File: src/rtl/control_unit_seq.sv
// One-hot control sequencer for the 16-bit ASIP: fetch/decode, ALU handshake, flag branches, sticky error.
// Optional ALU acknowledge timeout is enabled by defining CU_ALU_TIMEOUT_EN.
module control_unit_seq #(
  parameter int OP_W    = 6,
  parameter int TIMEOUT = 16
) (
  input  logic            clk,
  input  logic            rst_b,
  input  logic [OP_W-1:0] op,
  input  logic            ra,
  input  logic            start,
  input  logic            ack_alu,
  input  logic [3:0]      flags,
  output logic            finish,
  output logic            busy,
  output logic            alu_start,
  output logic [2:0]      alu_op,
  output logic            err,
  output logic [1:0]      err_code,
  output logic [18:0]     c
);

  typedef enum logic [28:0] {
    S_IDLE    = 29'd1 << 0,  S_START  = 29'd1 << 1,  S_FETCH  = 29'd1 << 2,
    S_DECODE  = 29'd1 << 3,  S_LDR_OP = 29'd1 << 4,  S_LDR_X  = 29'd1 << 5,
    S_LDR_Y   = 29'd1 << 6,  S_LA_X   = 29'd1 << 7,  S_LA_Y   = 29'd1 << 8,
    S_LAGEN   = 29'd1 << 9,  S_LAWAIT = 29'd1 << 10, S_LMEM   = 29'd1 << 11,
    S_LWB     = 29'd1 << 12, S_STR_OP = 29'd1 << 13, S_STR_X  = 29'd1 << 14,
    S_STR_Y   = 29'd1 << 15, S_SA_X   = 29'd1 << 16, S_SA_Y   = 29'd1 << 17,
    S_SAGEN   = 29'd1 << 18, S_SAWAIT = 29'd1 << 19, S_SADDR  = 29'd1 << 20,
    S_SWR     = 29'd1 << 21, S_LI_OP  = 29'd1 << 22, S_SI_OP  = 29'd1 << 23,
    S_AEX     = 29'd1 << 24, S_AWAIT  = 29'd1 << 25, S_AWB    = 29'd1 << 26,
    S_BR_OP   = 29'd1 << 27, S_BR_TAKE = 29'd1 << 28
  } state_t;

  state_t      state_reg, state_next;
  logic        err_reg, err_next;
  logic [1:0]  code_reg, code_next;
  logic [2:0]  alu_op_reg, alu_op_next;
  logic        hi_zero;
  logic        br_cond;

  // Opcode bits above [5:0] must be zero for a legal instruction.
  if (OP_W > 6) begin : g_hi
    assign hi_zero = ~|op[OP_W-1:6];
  end else begin : g_nohi
    assign hi_zero = 1'b1;
  end

  always_comb begin
    case (op[2:0])
      3'b000:  br_cond = 1'b1;
      3'b001:  br_cond = flags[0];
      3'b010:  br_cond = ~flags[0];
      3'b011:  br_cond = flags[1];
      3'b100:  br_cond = flags[2];
      3'b101:  br_cond = flags[3];
      3'b110:  br_cond = ~flags[1];
      default: br_cond = ~flags[2];
    endcase
  end

`ifdef CU_ALU_TIMEOUT_EN
  localparam int CNT_W = $clog2(TIMEOUT + 1);
  logic [CNT_W-1:0] cnt_reg, cnt_next;
  logic             expired;
  assign expired = (cnt_reg == CNT_W'(TIMEOUT - 1));
`endif

  always_comb begin
    state_next  = state_reg;
    err_next    = err_reg;
    code_next   = code_reg;
    alu_op_next = alu_op_reg;
`ifdef CU_ALU_TIMEOUT_EN
    cnt_next    = cnt_reg;
`endif
    case (state_reg)
      S_IDLE: if (start) begin
        state_next = S_START;
        err_next   = 1'b0;
        code_next  = 2'b00;
      end
      S_START:  state_next = S_FETCH;
      S_FETCH:  state_next = S_DECODE;
      S_DECODE: begin
        if (!hi_zero) begin
          state_next = S_IDLE;
          err_next   = 1'b1;
          code_next  = 2'b01;
        end else begin
          casez (op[5:0])
            6'b000000: state_next = S_IDLE;
            6'b000001: state_next = S_LDR_OP;
            6'b000010: begin state_next = ra ? S_LA_Y : S_LA_X; alu_op_next = 3'b000; end
            6'b000011: state_next = S_STR_OP;
            6'b000100: begin state_next = ra ? S_SA_Y : S_SA_X; alu_op_next = 3'b000; end
            6'b000101: state_next = S_LI_OP;
            6'b000110: state_next = S_SI_OP;
            6'b001???: begin state_next = S_AEX; alu_op_next = op[2:0]; end
            6'b010???: state_next = S_BR_OP;
            default: begin
              state_next = S_IDLE;
              err_next   = 1'b1;
              code_next  = 2'b01;
            end
          endcase
        end
      end
      S_LDR_OP:           state_next = ra ? S_LDR_Y : S_LDR_X;
      S_STR_OP:           state_next = ra ? S_STR_Y : S_STR_X;
      S_LA_X, S_LA_Y:     state_next = S_LAGEN;
      S_SA_X, S_SA_Y:     state_next = S_SAGEN;
      S_LAGEN:            state_next = S_LAWAIT;
      S_SAGEN:            state_next = S_SAWAIT;
      S_AEX:              state_next = S_AWAIT;
      S_LMEM, S_LI_OP:    state_next = S_LWB;
      S_SADDR, S_SI_OP:   state_next = S_SWR;
      S_BR_OP:            state_next = br_cond ? S_BR_TAKE : S_FETCH;
      S_LAWAIT, S_SAWAIT, S_AWAIT: begin
        if (ack_alu) begin
          state_next = (state_reg == S_LAWAIT) ? S_LMEM :
                       (state_reg == S_SAWAIT) ? S_SADDR : S_AWB;
        end
`ifdef CU_ALU_TIMEOUT_EN
        else begin
          cnt_next = cnt_reg + 1'b1;
          if (expired) begin
            state_next = S_IDLE;
            err_next   = 1'b1;
            code_next  = 2'b10;
          end
        end
`endif
      end
      default:            state_next = S_FETCH;
    endcase
`ifdef CU_ALU_TIMEOUT_EN
    // Each launch state restarts the wait budget for the wait state it enters.
    if (state_reg == S_LAGEN || state_reg == S_SAGEN || state_reg == S_AEX)
      cnt_next = '0;
`endif
  end

  always_ff @(posedge clk) begin
    if (!rst_b) begin
      state_reg  <= S_IDLE;
      err_reg    <= 1'b0;
      code_reg   <= 2'b00;
      alu_op_reg <= 3'b000;
`ifdef CU_ALU_TIMEOUT_EN
      cnt_reg    <= '0;
`endif
    end else begin
      state_reg  <= state_next;
      err_reg    <= err_next;
      code_reg   <= code_next;
      alu_op_reg <= alu_op_next;
`ifdef CU_ALU_TIMEOUT_EN
      cnt_reg    <= cnt_next;
`endif
    end
  end

  always_comb begin
    c = '0;
    case (state_reg)
      S_START:              c[0]  = 1'b1;
      S_FETCH:              c[1]  = 1'b1;
      S_DECODE:             c[2]  = 1'b1;
      S_LDR_OP, S_LI_OP, S_BR_OP: c[3] = 1'b1;
      S_LDR_X:              c[4]  = 1'b1;
      S_LDR_Y:              c[5]  = 1'b1;
      S_LA_X, S_SA_X:       c[6]  = 1'b1;
      S_LA_Y, S_SA_Y:       c[7]  = 1'b1;
      S_LAGEN, S_SAGEN:     c[8]  = 1'b1;
      S_LMEM:               c[9]  = 1'b1;
      S_LWB:                c[10] = 1'b1;
      S_STR_OP, S_SI_OP:    c[11] = 1'b1;
      S_STR_X:              c[12] = 1'b1;
      S_STR_Y:              c[13] = 1'b1;
      S_SADDR:              c[14] = 1'b1;
      S_SWR:                c[15] = 1'b1;
      S_AEX:                c[16] = 1'b1;
      S_AWB:                c[17] = 1'b1;
      S_BR_TAKE:            c[18] = 1'b1;
      default:              c     = '0;
    endcase
  end

  assign finish    = (state_reg == S_IDLE);
  assign busy      = ~finish;
  assign alu_start = (state_reg == S_LAGEN) || (state_reg == S_SAGEN) || (state_reg == S_AEX);
  assign alu_op    = alu_op_reg;
  assign err       = err_reg;
  assign err_code  = code_reg;

endmodule

File: config.mk
export PLATFORM = sky130hd
export DESIGN_NAME = control_unit_seq
export DESIGN_NICKNAME = d
export VERILOG_FILES = /design/src/rtl/control_unit_seq.sv
export SDC_FILE = /design/constraint.sdc
export NUM_CORES = 1
export LEC_CHECK = 0
export ABC_CLOCK_PERIOD_IN_PS = 2640
export BUFFER_PORTS_ARGS = -buffer_cell sky130_fd_sc_hd__buf_2
export CAP_MARGIN = 15
export CORE_ASPECT_RATIO = 1.75
export CORE_MARGIN = 2
export CORE_UTILIZATION = 49
export CTS_CLUSTER_SIZE = 28
export DETAILED_ROUTE_END_ITERATION = 7
export GPL_TIMING_DRIVEN = 0
export HOLD_SLACK_MARGIN = 0.15
export PLACE_DENSITY_LB_ADDON = 0.2
export SYNTH_ARGS = -nofsm -noshare
export SYNTH_HDL_FRONTEND = slang
export SYNTH_SLANG_ARGS = --single-unit
File: constraint.sdc
create_clock -name clk -period 2.64 [get_ports clk]
set_input_delay 0.792 -clock clk [delete_from_list [all_inputs] [get_ports clk]]
set_output_delay 0.792 -clock clk [all_outputs]
set_load 0.02 [all_outputs]
==> impl_metrics.ini <==
[finish]
largest_reg_flops = 29
area_growth_pct = 56.49
finalNonFillerCells = 393
nNetsFinal = 358
antenna_cells = 0
drive_gt1_share_pct = 50.00

[setup_path]
worst-setup-path-type = reg2out
cp.arrival_ns = 2.18
reg2regPathDepth = 9
critPathMaxFanout = 5
end_kind = output pin
cp-endpoint = c[3]
cp_num_cells = 8
required_ns = 1.85
path_buf_inv = 4
timing.rr.end = state_reg[2]
cpPeakStageDelay_ns = 0.50
reg2reg_from = state_reg[9]
crit_path_start_kind = flip-flop
crit_start = state_reg[9]
crit_path_top_delay_cell = or4_4
rrSetupSlack_ns = 0.04
cp_top_family = simple AND/OR/NAND/NOR gates
path_cells = buf_4, nor4_4, buf_4, buf_6, nand4_1, or4_4, nand3_4, buf_6

[cts]
clockBufferDepth = 2
cts_tree = done
clkLatencyLatePin_ns = 0.29
numCtsBuffers = 5
root_buffer = clkbuf_8
cts_sinks = 33
clkSlewWorstSetupHoldPaths_ns = 0.07
htreeDepth = 2

[die]
die-area_sq_um = 4850
start_util_pct = 51.13
core_area_sq_um = 4111
rows = 31
io-pin-count = 43
die_w_um = 53.51
fp.dieH_um = 90.65

[route]
drtAntennaViolNets = 0
via_per_inst = 6.336
drcViolationCount = 0
via_count = 2490
routedWlPerCell_um = 20.70
firstDrtPassIters = 5
drtIter0Drc = 113
wl_mm = 8.135

[yosys]
synth_edf_count = 0
synthTopCellsByArea = dfxtp_1, nor4_4, nor3_1
synth_top_cell_area_share_pct = 31.43
synthesis.instances = 243
synth_async_sr_flop_share_pct = 0
syn_area_sq_um = 2102
avgSynthCellArea_sq_um = 8.650
seq_area_frac_synth_pct = 31.43
ys_warn_count = 0
synthFlopType = dfxtp_1
synthesis.nets = 258
synth_top_area_cell = dfxtp_1
yosys_register_bits = 33
synthDistinctLibCells = 53

[power_and_ir_drop]
power-per-cell-area_nw_per_um2 = 353.8
p_clk_share_pct = 31.9
p_switching_mw = 0.3558
ir_worst_vdd_uv = 434.9
total_power_mw = 1.164
seqPwrFrac_pct = 43.6
leakagePower_nw = 1.363
power_frac_comb_pct = 24.5
switching_share_pct = 30.57
p_int_mw = 0.8081

[hold_path]
min_path_type = reg2reg
holdCritStartpoint = alu_op[2]

[place]
io_buffers = 40
place_hpwl_mm = 4.423
dp_cells = 332
place.gp.congestion = 0.9640

[timing]
finalSetupTns_ns = -4.002
finalWorstSetupSlack_ns = -0.3347
setup_violations = 22
fmax_ghz = 0.3362
slew_headroom_pct = 50.55
clock_skew_ns = 0.008554
whs_ns = 0.4663
fin_crit_sh_pct = 112.7
report.final.slew_viol_count = 0
fin_crit_ns = 2.975
hold_violations = 0
tightest_slew_ns = 0.7314
rsz0062_at_grt = true

[global_routing]
grt_usage_pct = 32.78
first_global_vias = 2409
grt_max_degree = 11
antenna_found_initial = 0
overflow = 0
grt_pass1_wl_mm = 11.66

[flow_run]
drv_cap = 0

[status]
status = complete, but fails checks
failed_checks = negative setup slack
## cell type report
cell class	count	area, sq um
buffer	8	75.07
clock inverter	2	10.01
sequential	33	694.4
clock buffer	6	72.57
timing repair buffer	94	778.2
fill	250	822.0
tap	49	61.31
multi-input combinational	195	1575
inverter	6	22.52
## timing repair
item,4_1_cts,5_1_grt
setup endpoints to repair,22,22
hold endpoints to repair,0,0
setup buffers,43,11
resized for setup,82,28
hold buffers,0,0
pin swaps,32,16
## metrics by stage
| step | util, % | instance area, sq um | setup slack [ns] |
|---|---|---|---|
| final | 80.01 | 3289 | -0.3347 |
| after global placement | 58.37 | 2400 | -0.2437 |
| after detailed placement | 58.37 | 2400 | -0.2654 |
| after floorplan | - | 2138 | -0.06642 |
| after CTS | 75.23 | 3093 | -0.3012 |
| after global routing | 80.01 | 3289 | -0.3571 |
## synth_stat cells (3+ instances only)
cell type  number
nand3_1         8
nor4b_1        10
nand4_1        13
o21ai_0         3
and2_1          4
dfxtp_1        33
or2_2           3
a21boi_0        4
nor4_4          7
clkbuf_8        3
xnor2_1         3
or3_1          11
inv_1           6
buf_4           3
o22ai_1         3
nor2b_1         4
nor2_1         27
nand4b_1        3
nand2_1        16
nor3_2          3
nor3_1         22
nor4_1          3
nand2b_1        3
and3_1          7
a21oi_1         4
nand3b_1        5
## worst reg2reg max path: cells and delay by family (launching register included)
| family | cells | cell delay, ns |
|---|---|---|
| simple gates | 4 | 1.25 |
| buf+inv | 3 | 0.47 |
| compound gates | 2 | 0.42 |
| flops | 1 | 0.35 |
## placed cells by master (no fill, tap or decap), types with 4 or more instances in the layout
cell	n
nand2_1	14
nor4b_1	5
a21oi_1	4
nor3_4	5
nor4_4	8
nand3_1	5
clkbuf_8	8
nand3b_1	5
and2_1	4
and3_1	7
nor4b_2	4
or3_1	8
nor2_4	4
nand3_4	4
nor3_1	17
inv_1	5
buf_4	49
dfxtp_4	8
nor2b_1	4
dfxtp_1	22
buf_2	18
a21boi_0	4
nor2_1	22
buf_6	29
or4_4	4
nand4_1	13
## power groups by stage
stage          Sequential, mW  Clock (mW)  Combinational, mW
6_report                0.507       0.371              0.285
3_3_place_gp            0.525           0              0.182
3_5_place_dp            0.525           0              0.183
5_1_grt                 0.507       0.397              0.302
4_1_cts                 0.509       0.368              0.229
2_1_floorplan           0.524           0              0.130
## worst min path at each step
stage               depth (start not counted)  slack, ns            end
finish                                      2       0.47      alu_op[2]
global placement                            2       0.46      alu_op[2]
detailed placement                          2       0.46      alu_op[2]
floorplan                                   2       0.52  state_reg[19]
global route                                2       0.50      alu_op[2]
CTS                                         2       0.47      alu_op[2]
## cells by family after synthesis
group | count (synthesis) | synth area share, %
compound gates | 27 | 9.405
simple gates | 163 | 52.20
other cells | 1 | 0.1784
flops | 33 | 31.43
xor+xnor | 3 | 1.250
buf+inv | 15 | 5.000
mux | 1 | 0.5357
## layer usage
metal / vias up / track usage, % / wire, um
met5: - / 0 / 0
li1: 1126 / - / -
met3: 47 / 5.629 / 559
met4: 0 / 20.94 / 596
met2: 146 / 56.07 / 4110
met1: 1171 / 34.72 / 2869
Note: power is estimated with default switching activity, not from simulation.
